==> config.mk <==
export PLATFORM = sky130hd
export DESIGN_NAME = pcie_byte_striper
export DESIGN_NICKNAME = d
export VERILOG_FILES = /design/src/rtl/pcie_pkg.sv /design/src/rtl/pcie_lane_fifo.sv /design/src/rtl/pcie_byte_striper.sv
export SDC_FILE = /design/constraint.sdc
export NUM_CORES = 1
export LEC_CHECK = 0
export ABC_CLOCK_PERIOD_IN_PS = 3400
export BUFFER_PORTS_ARGS = -buffer_cell sky130_fd_sc_hd__buf_2
export CORE_MARGIN = 1
export CORE_UTILIZATION = 40
export DETAILED_ROUTE_END_ITERATION = 10
export GPL_TIMING_DRIVEN = 0
export PLACE_DENSITY = 0.66
export SYNTH_ARGS = -nofsm -noshare
export SYNTH_HDL_FRONTEND = slang
export SYNTH_SLANG_ARGS = --single-unit
==> constraint.sdc <==
create_clock -name CLK -period 3.4 [get_ports CLK]
set_clock_uncertainty 0.15 [all_clocks]
set_input_delay 0.34 -clock CLK [delete_from_list [all_inputs] [get_ports CLK]]
set_output_delay 0.34 -clock CLK [all_outputs]
set_load 0.01 [all_outputs]
==> src/rtl/pcie_pkg.sv <==
// Shared defaults and helpers for the PCIe byte-striping datapath.
package pcie_pkg;

  localparam int unsigned DEF_DATA_W     = 8;
  localparam int unsigned DEF_LANES      = 4;
  localparam int unsigned DEF_FIFO_DEPTH = 4;

  function automatic int unsigned clog2(input int unsigned value);
    int unsigned res;
    res = 0;
    while ((32'd1 << res) < value) begin
      res = res + 1;
    end
    return res;
  endfunction

  // Lane-index width, never narrower than one bit so single-lane builds stay legal.
  function automatic int unsigned lane_idx_w(input int unsigned lanes);
    return (lanes > 1) ? clog2(lanes) : 1;
  endfunction

  localparam int unsigned LANE_IDX_W = lane_idx_w(DEF_LANES);

endpackage

==> src/rtl/pcie_lane_fifo.sv <==
// Show-ahead per-lane FIFO; the head entry is always visible on rdata_o, zero when empty.
module pcie_lane_fifo #(
  parameter int unsigned DATA_W = 8,
  parameter int unsigned DEPTH  = 4
) (
  input  logic              clk_i,
  input  logic              rst_ni,
  input  logic              push_i,
  input  logic              pop_i,
  input  logic [DATA_W-1:0] wdata_i,
  output logic [DATA_W-1:0] rdata_o,
  output logic              full_o,
  output logic              empty_o
);
  import pcie_pkg::*;

  localparam int unsigned AW = clog2(DEPTH);
  localparam int unsigned PW = AW + 1;

  logic [PW-1:0]     wr_ptr_q, wr_ptr_d;
  logic [PW-1:0]     rd_ptr_q, rd_ptr_d;
  logic [DATA_W-1:0] mem_q [DEPTH];
  logic              do_push, do_pop;

  assign empty_o = (wr_ptr_q == rd_ptr_q);
  assign full_o  = (wr_ptr_q[AW] != rd_ptr_q[AW]) && (wr_ptr_q[AW-1:0] == rd_ptr_q[AW-1:0]);
  assign rdata_o = empty_o ? '0 : mem_q[rd_ptr_q[AW-1:0]];

  always_comb begin
    do_push  = push_i & ~full_o;
    do_pop   = pop_i & ~empty_o;
    wr_ptr_d = wr_ptr_q + PW'(do_push);
    rd_ptr_d = rd_ptr_q + PW'(do_pop);
  end

  always_ff @(posedge clk_i) begin
    if (!rst_ni) begin
      wr_ptr_q <= '0;
      rd_ptr_q <= '0;
    end else begin
      wr_ptr_q <= wr_ptr_d;
      rd_ptr_q <= rd_ptr_d;
    end
  end

  // Storage needs no reset: contents are masked by empty_o until written.
  always_ff @(posedge clk_i) begin
    if (do_push) begin
      mem_q[wr_ptr_q[AW-1:0]] <= wdata_i;
    end
  end

endmodule

==> src/rtl/pcie_byte_striper.sv <==
// Round-robin byte striper: distributes an input byte stream over N active lane FIFOs.
module pcie_byte_striper
  import pcie_pkg::*;
#(
  parameter int unsigned DATA_W     = DEF_DATA_W,
  parameter int unsigned LANES      = DEF_LANES,
  parameter int unsigned FIFO_DEPTH = DEF_FIFO_DEPTH
) (
  input  logic                    CLK,
  input  logic                    reset,
  input  logic [clog2(LANES):0]   cfg_lanes,
  input  logic                    in_valid,
  input  logic [DATA_W-1:0]       in_data,
  output logic                    in_ready,
  output logic [LANES*DATA_W-1:0] lane_data,
  output logic [LANES-1:0]        lane_valid,
  input  logic [LANES-1:0]        lane_pop,
  output logic [LANES-1:0]        lane_full,
  output logic                    err_underflow,
  output logic                    err_cfg
);

  localparam int unsigned CFG_W  = clog2(LANES) + 1;
  localparam int unsigned LIDX_W = lane_idx_w(LANES);

  logic              run_q;
  logic [LIDX_W-1:0] wr_lane_q, wr_lane_d;
  logic [LIDX_W-1:0] last_q, last_d;
  logic              cfg_bad_q, cfg_bad_d;
  logic              err_cfg_q, err_cfg_d;
  logic              err_uf_q, err_uf_d;
  logic              xfer;
  logic [LANES-1:0]  push;
  logic [LANES-1:0]  empty;

  // run_q keeps in_ready low while in reset without routing the reset pin into the ready path.
  assign in_ready      = run_q & ~lane_full[wr_lane_q];
  assign lane_valid    = ~empty;
  assign err_underflow = err_uf_q;
  assign err_cfg       = err_cfg_q;

  always_comb begin
    cfg_bad_d = (cfg_lanes == '0) || (cfg_lanes > CFG_W'(LANES));
    last_d    = cfg_bad_d ? '0 : LIDX_W'(cfg_lanes - CFG_W'(1));

    xfer      = in_valid & in_ready;
    wr_lane_d = wr_lane_q;
    if (xfer) begin
      wr_lane_d = (wr_lane_q == last_q) ? '0 : wr_lane_q + LIDX_W'(1);
    end

    for (int unsigned i = 0; i < LANES; i++) begin
      push[i] = xfer && (wr_lane_q == LIDX_W'(i));
    end

    err_uf_d  = err_uf_q | (|(lane_pop & empty));
    err_cfg_d = err_cfg_q | cfg_bad_q;
  end

  // Config is latched on every reset edge; a bad value shows on err_cfg once reset is released.
  always_ff @(posedge CLK) begin
    if (!reset) begin
      run_q     <= 1'b0;
      wr_lane_q <= '0;
      err_uf_q  <= 1'b0;
      err_cfg_q <= 1'b0;
      cfg_bad_q <= cfg_bad_d;
      last_q    <= last_d;
    end else begin
      run_q     <= 1'b1;
      wr_lane_q <= wr_lane_d;
      err_uf_q  <= err_uf_d;
      err_cfg_q <= err_cfg_d;
    end
  end

  for (genvar g = 0; g < LANES; g++) begin : g_lane
    pcie_lane_fifo #(
      .DATA_W (DATA_W),
      .DEPTH  (FIFO_DEPTH)
    ) u_fifo (
      .clk_i   (CLK),
      .rst_ni  (reset),
      .push_i  (push[g]),
      .pop_i   (lane_pop[g]),
      .wdata_i (in_data),
      .rdata_o (lane_data[g*DATA_W +: DATA_W]),
      .full_o  (lane_full[g]),
      .empty_o (empty[g])
    );
  end

endmodule

==> impl_summary.txt <==
----------------------------------------------------
[Clock tree]
  TritonCTS clock tree ... done
  Number of clock sinks ... 160
  CTS clk-pin slew, worst paths ... 50 ps
  Cell at the root of the clock tree ... clkbuf_16
  Level count of the clock H-tree ... 4
  Later-pin clock latency in the skew report ... 420 ps
  Max Root-Sink Buffers ... 2
  Total setup buffers inserted after CTS ... 0
  CTS buffer count ... 17

[Pwr]
  Power density over the cells ... 545 nW/um^2
  Leakage power total ... 2.98 nW
  Worst vdd ir ... 0.358 mV
  Total power of the final layout ... 4.30 mW

[Critical path]
  Critical path arrival ... 2920 ps
  Type of element launching the critical path ... register
  Required arrival time at the worst endpoint ... 3300 ps
  Maximum fanout along the worst path ... 9
  Sort of element at the end of the critical path ... register
  Critical path type ... register to register

[Placed design]
  Worst slack after detailed placement ... 6.64 ps
  Number of placed cells counting well taps ... 667
  Port Buf Inserts ... 60
  Gpl congestion ... 0.786
  Final HPWL from detailed placement ... 8050 um

[Global route]
  Antenna violations before repair ... 0
  Gr ovfl total ... 0
  Largest net degree at the start of global routing ... 17
  First-pass GRT wire length ... 19500 um
  Total global-route track usage ... 0.156
  Number of global-route vias before repair ... 3544

[Route]
  Total via count in the routed design ... 3456
  DRC errors left ... 0
  Post-DR wirelength/cell ... 17.6 um
  Antenna Nets Post-Route ... 0
  Final routed wirelength across all metal layers ... 12400 um
  Via density per instance ... 4.94
  Router iterations before antenna repair ... 5
  DR iter-0 viols ... 211

[STA]
  Max Clk Rate ... 0.332 GHz
  Number of hold violations in the final report ... 0
  Total negative setup slack ... 0 ps
  Minimum period implied by the final worst setup slack ... 3010 ps
  Total count of max-transition violations in the final report ... 0
  Relative slew margins ... 0.528
  Tightest Pin Transition ... 703 ps
  Unrepaired setup endpoints after global routing ... false
  Period utilisation layout ... 0.886
  Final worst slack ... 387 ps
  Final setup violation count ... 0

[Floorplan]
  Chip height ... 132 um
  Width of the die ... 132 um
  Number of primary I/O pins ... 61
  Starting density of the core ... 0.416
  Area of the core region ... 16100 um^2
  Number of placement rows ... 46
  Die Area ... 17300 um^2

[Synthesis]
  Synthesis Warnings ... 0
  Number of distinct library cells after synthesis ... 33
  Post-synthesis area per instance ... 17.2 um^2
  Seq cells post-synth ... 160
  Post-synth design cell area ... 6710 um^2
  Net count of the mapped netlist ... 430
  Syn Inst Count ... 391
  Part of the Yosys area used for sequential elements ... 0.673

[Hold path]
  Type of the tightest min-delay check ... primary input to register

[Layout]
  Final cell count without fillers ... 700
  Final-layout fill cell count ... 1400
  Fraction of layout instances using a drive strength above 1 ... 0.254
  # diodes ... 0
  Layout-stage area growth over the synthesis result ... 17.5%
  Net count reported at finish ... 510

[Status]
  Result of the run ... completed

[Job]
  Number of max-cap violations ... 0

----------------------------------------------------
==> layer usage <==
layer	GRT usage	up-vias	share of wire
met2	0.257	66	0.50
met1	0.193	1730	0.44
li1	-	1641	-
met3	0.0378	19	0.034
met5	0	-	0
met4	0.0724	0	0.019
==> cell families after synthesis <==
kind of cell / Yosys count / share of synthesized area
DFF: 160 / 0.673
and+or+nand+nor: 108 / 0.0992
buffers and inverters: 35 / 0.0300
muxes: 32 / 0.115
xor gates and xnor gates: 23 / 0.0300
adders and majority gates: 21 / 0.0392
AOI/OAI and AO/OA: 12 / 0.0136
==> layout make-up <==
type | count | area [um^2] | share of cell area
buffer | 22 | 153 | 0.0194
multi-input combinational | 196 | 2030 | 0.257
inverter | 13 | 48.8 | 0.00619
timing repair buffer | 61 | 310 | 0.0393
sequential | 160 | 4510 | 0.572
tap | 216 | 270 | 0.0343
clock buffer | 22 | 444 | 0.0563
clock inverter | 10 | 118 | 0.0149
==> Yosys cell counts, drive strengths merged <==
master / instances / area share
edfxtp: 131 / 0.59
nor2b: 36 / 0.034
mux4: 32 / 0.12
dfxtp: 29 / 0.087
ha: 21 / 0.039
and2: 17 / 0.016
nor2: 17 / 0.0095
xnor2: 16 / 0.021
buf: 15 / 0.019
inv: 13 / 0.0073
nand2: 9 / 0.0050
and3b: 8 / 0.010
clkbuf: 7 / 0.0039
xor2: 7 / 0.0091
a21oi: 6 / 0.0056
nand3: 5 / 0.0037
and3: 4 / 0.0037
and4: 4 / 0.0052
nor4: 4 / 0.0075
nor3: 2 / 0.0015
or4: 2 / 0.0028
a2111oi: 1 / 0.0022
a222oi: 1 / 0.0015
a31o: 1 / 0.0013
o211ai: 1 / 0.0011
o21a: 1 / 0.0011
o21ai: 1 / 0.00075
==> placed cells by master, fill, tap and decap left out, types with 5 or more instances in the layout <==
master	n
xor2_1	7
dfxtp_1	29
and3b_1	8
and2_1	16
buf_4	8
xnor2_1	16
nor2b_1	36
edfxtp_1	131
buf_2	62
mux4_1	14
clkbuf_1	12
nand2_1	9
mux4_2	18
clkinv_1	6
ha_1	21
clkbuf_16	17
nand3_1	5
buf_6	5
nor2_1	17
inv_1	13
==> state kept, by name (all words and copies together), names as in the netlist <==
signal                  flops
g_lane.u_fifo.mem_q       128
g_lane.u_fifo.rd_ptr_q     12
g_lane.u_fifo.wr_ptr_q     12
last_q                      2
wr_lane_q                   2
cfg_bad_q                   1
err_cfg                     1
err_underflow               1
run_q                       1
==> path summary, 6_finish.rpt <==
path / startpoint / end / slack (ps) / cells after the start
setup / recovery: g_lane[0].u_fifo.rd_ptr_q[1] / g_lane[3].u_fifo.mem_q[0][3] / 390 / 8
hold / removal: cfg_lanes[0] / last_q[0] / 60 / 2
setup reg to reg: g_lane[0].u_fifo.rd_ptr_q[1] / g_lane[3].u_fifo.mem_q[0][3] / 390 / 8
hold reg to reg: cfg_bad_q / err_cfg / 320 / 2
==> per-stage QoR <==
stage / hold slack, ps / utilization / cell area, um^2
floorplan: 218 / - / 6710
global placement: 296 / 0.452 / 7280
detailed placement: 306 / 0.452 / 7280
CTS: 44.3 / 0.488 / 7860
global route: 71.8 / 0.489 / 7890
finish: 61.2 / 0.489 / 7890
==> critical path, cell delays in order (launching register included) <==
cell,delay (ps)
dfxtp_1,330
buf_2,260
xnor2_1,150
and4_1,230
or4_1,400
buf_2,200
and2_4,170
buf_6,140
nor4_4,600
==> power breakdown <==
group | switching, mW | total, mW | internal [mW] | leakage [nW]
combinational | 0.175 | 0.306 | 0.131 | 1.29
sequential | 0.0179 | 2.17 | 2.15 | 1.42
clock | 0.692 | 1.83 | 1.14 | 0.271
total | 0.885 | 4.30 | 3.42 | 2.98
==> what timing repair did <==
action | CTS | global route
hold buffers | 1 | 0
gates resized for setup | 1 | 3
pin swaps | 0 | 0
setup endpoints to repair | 8 | 24
endpoints found under the hold margin | 1 | 0
(Power assumes the default switching activity.)
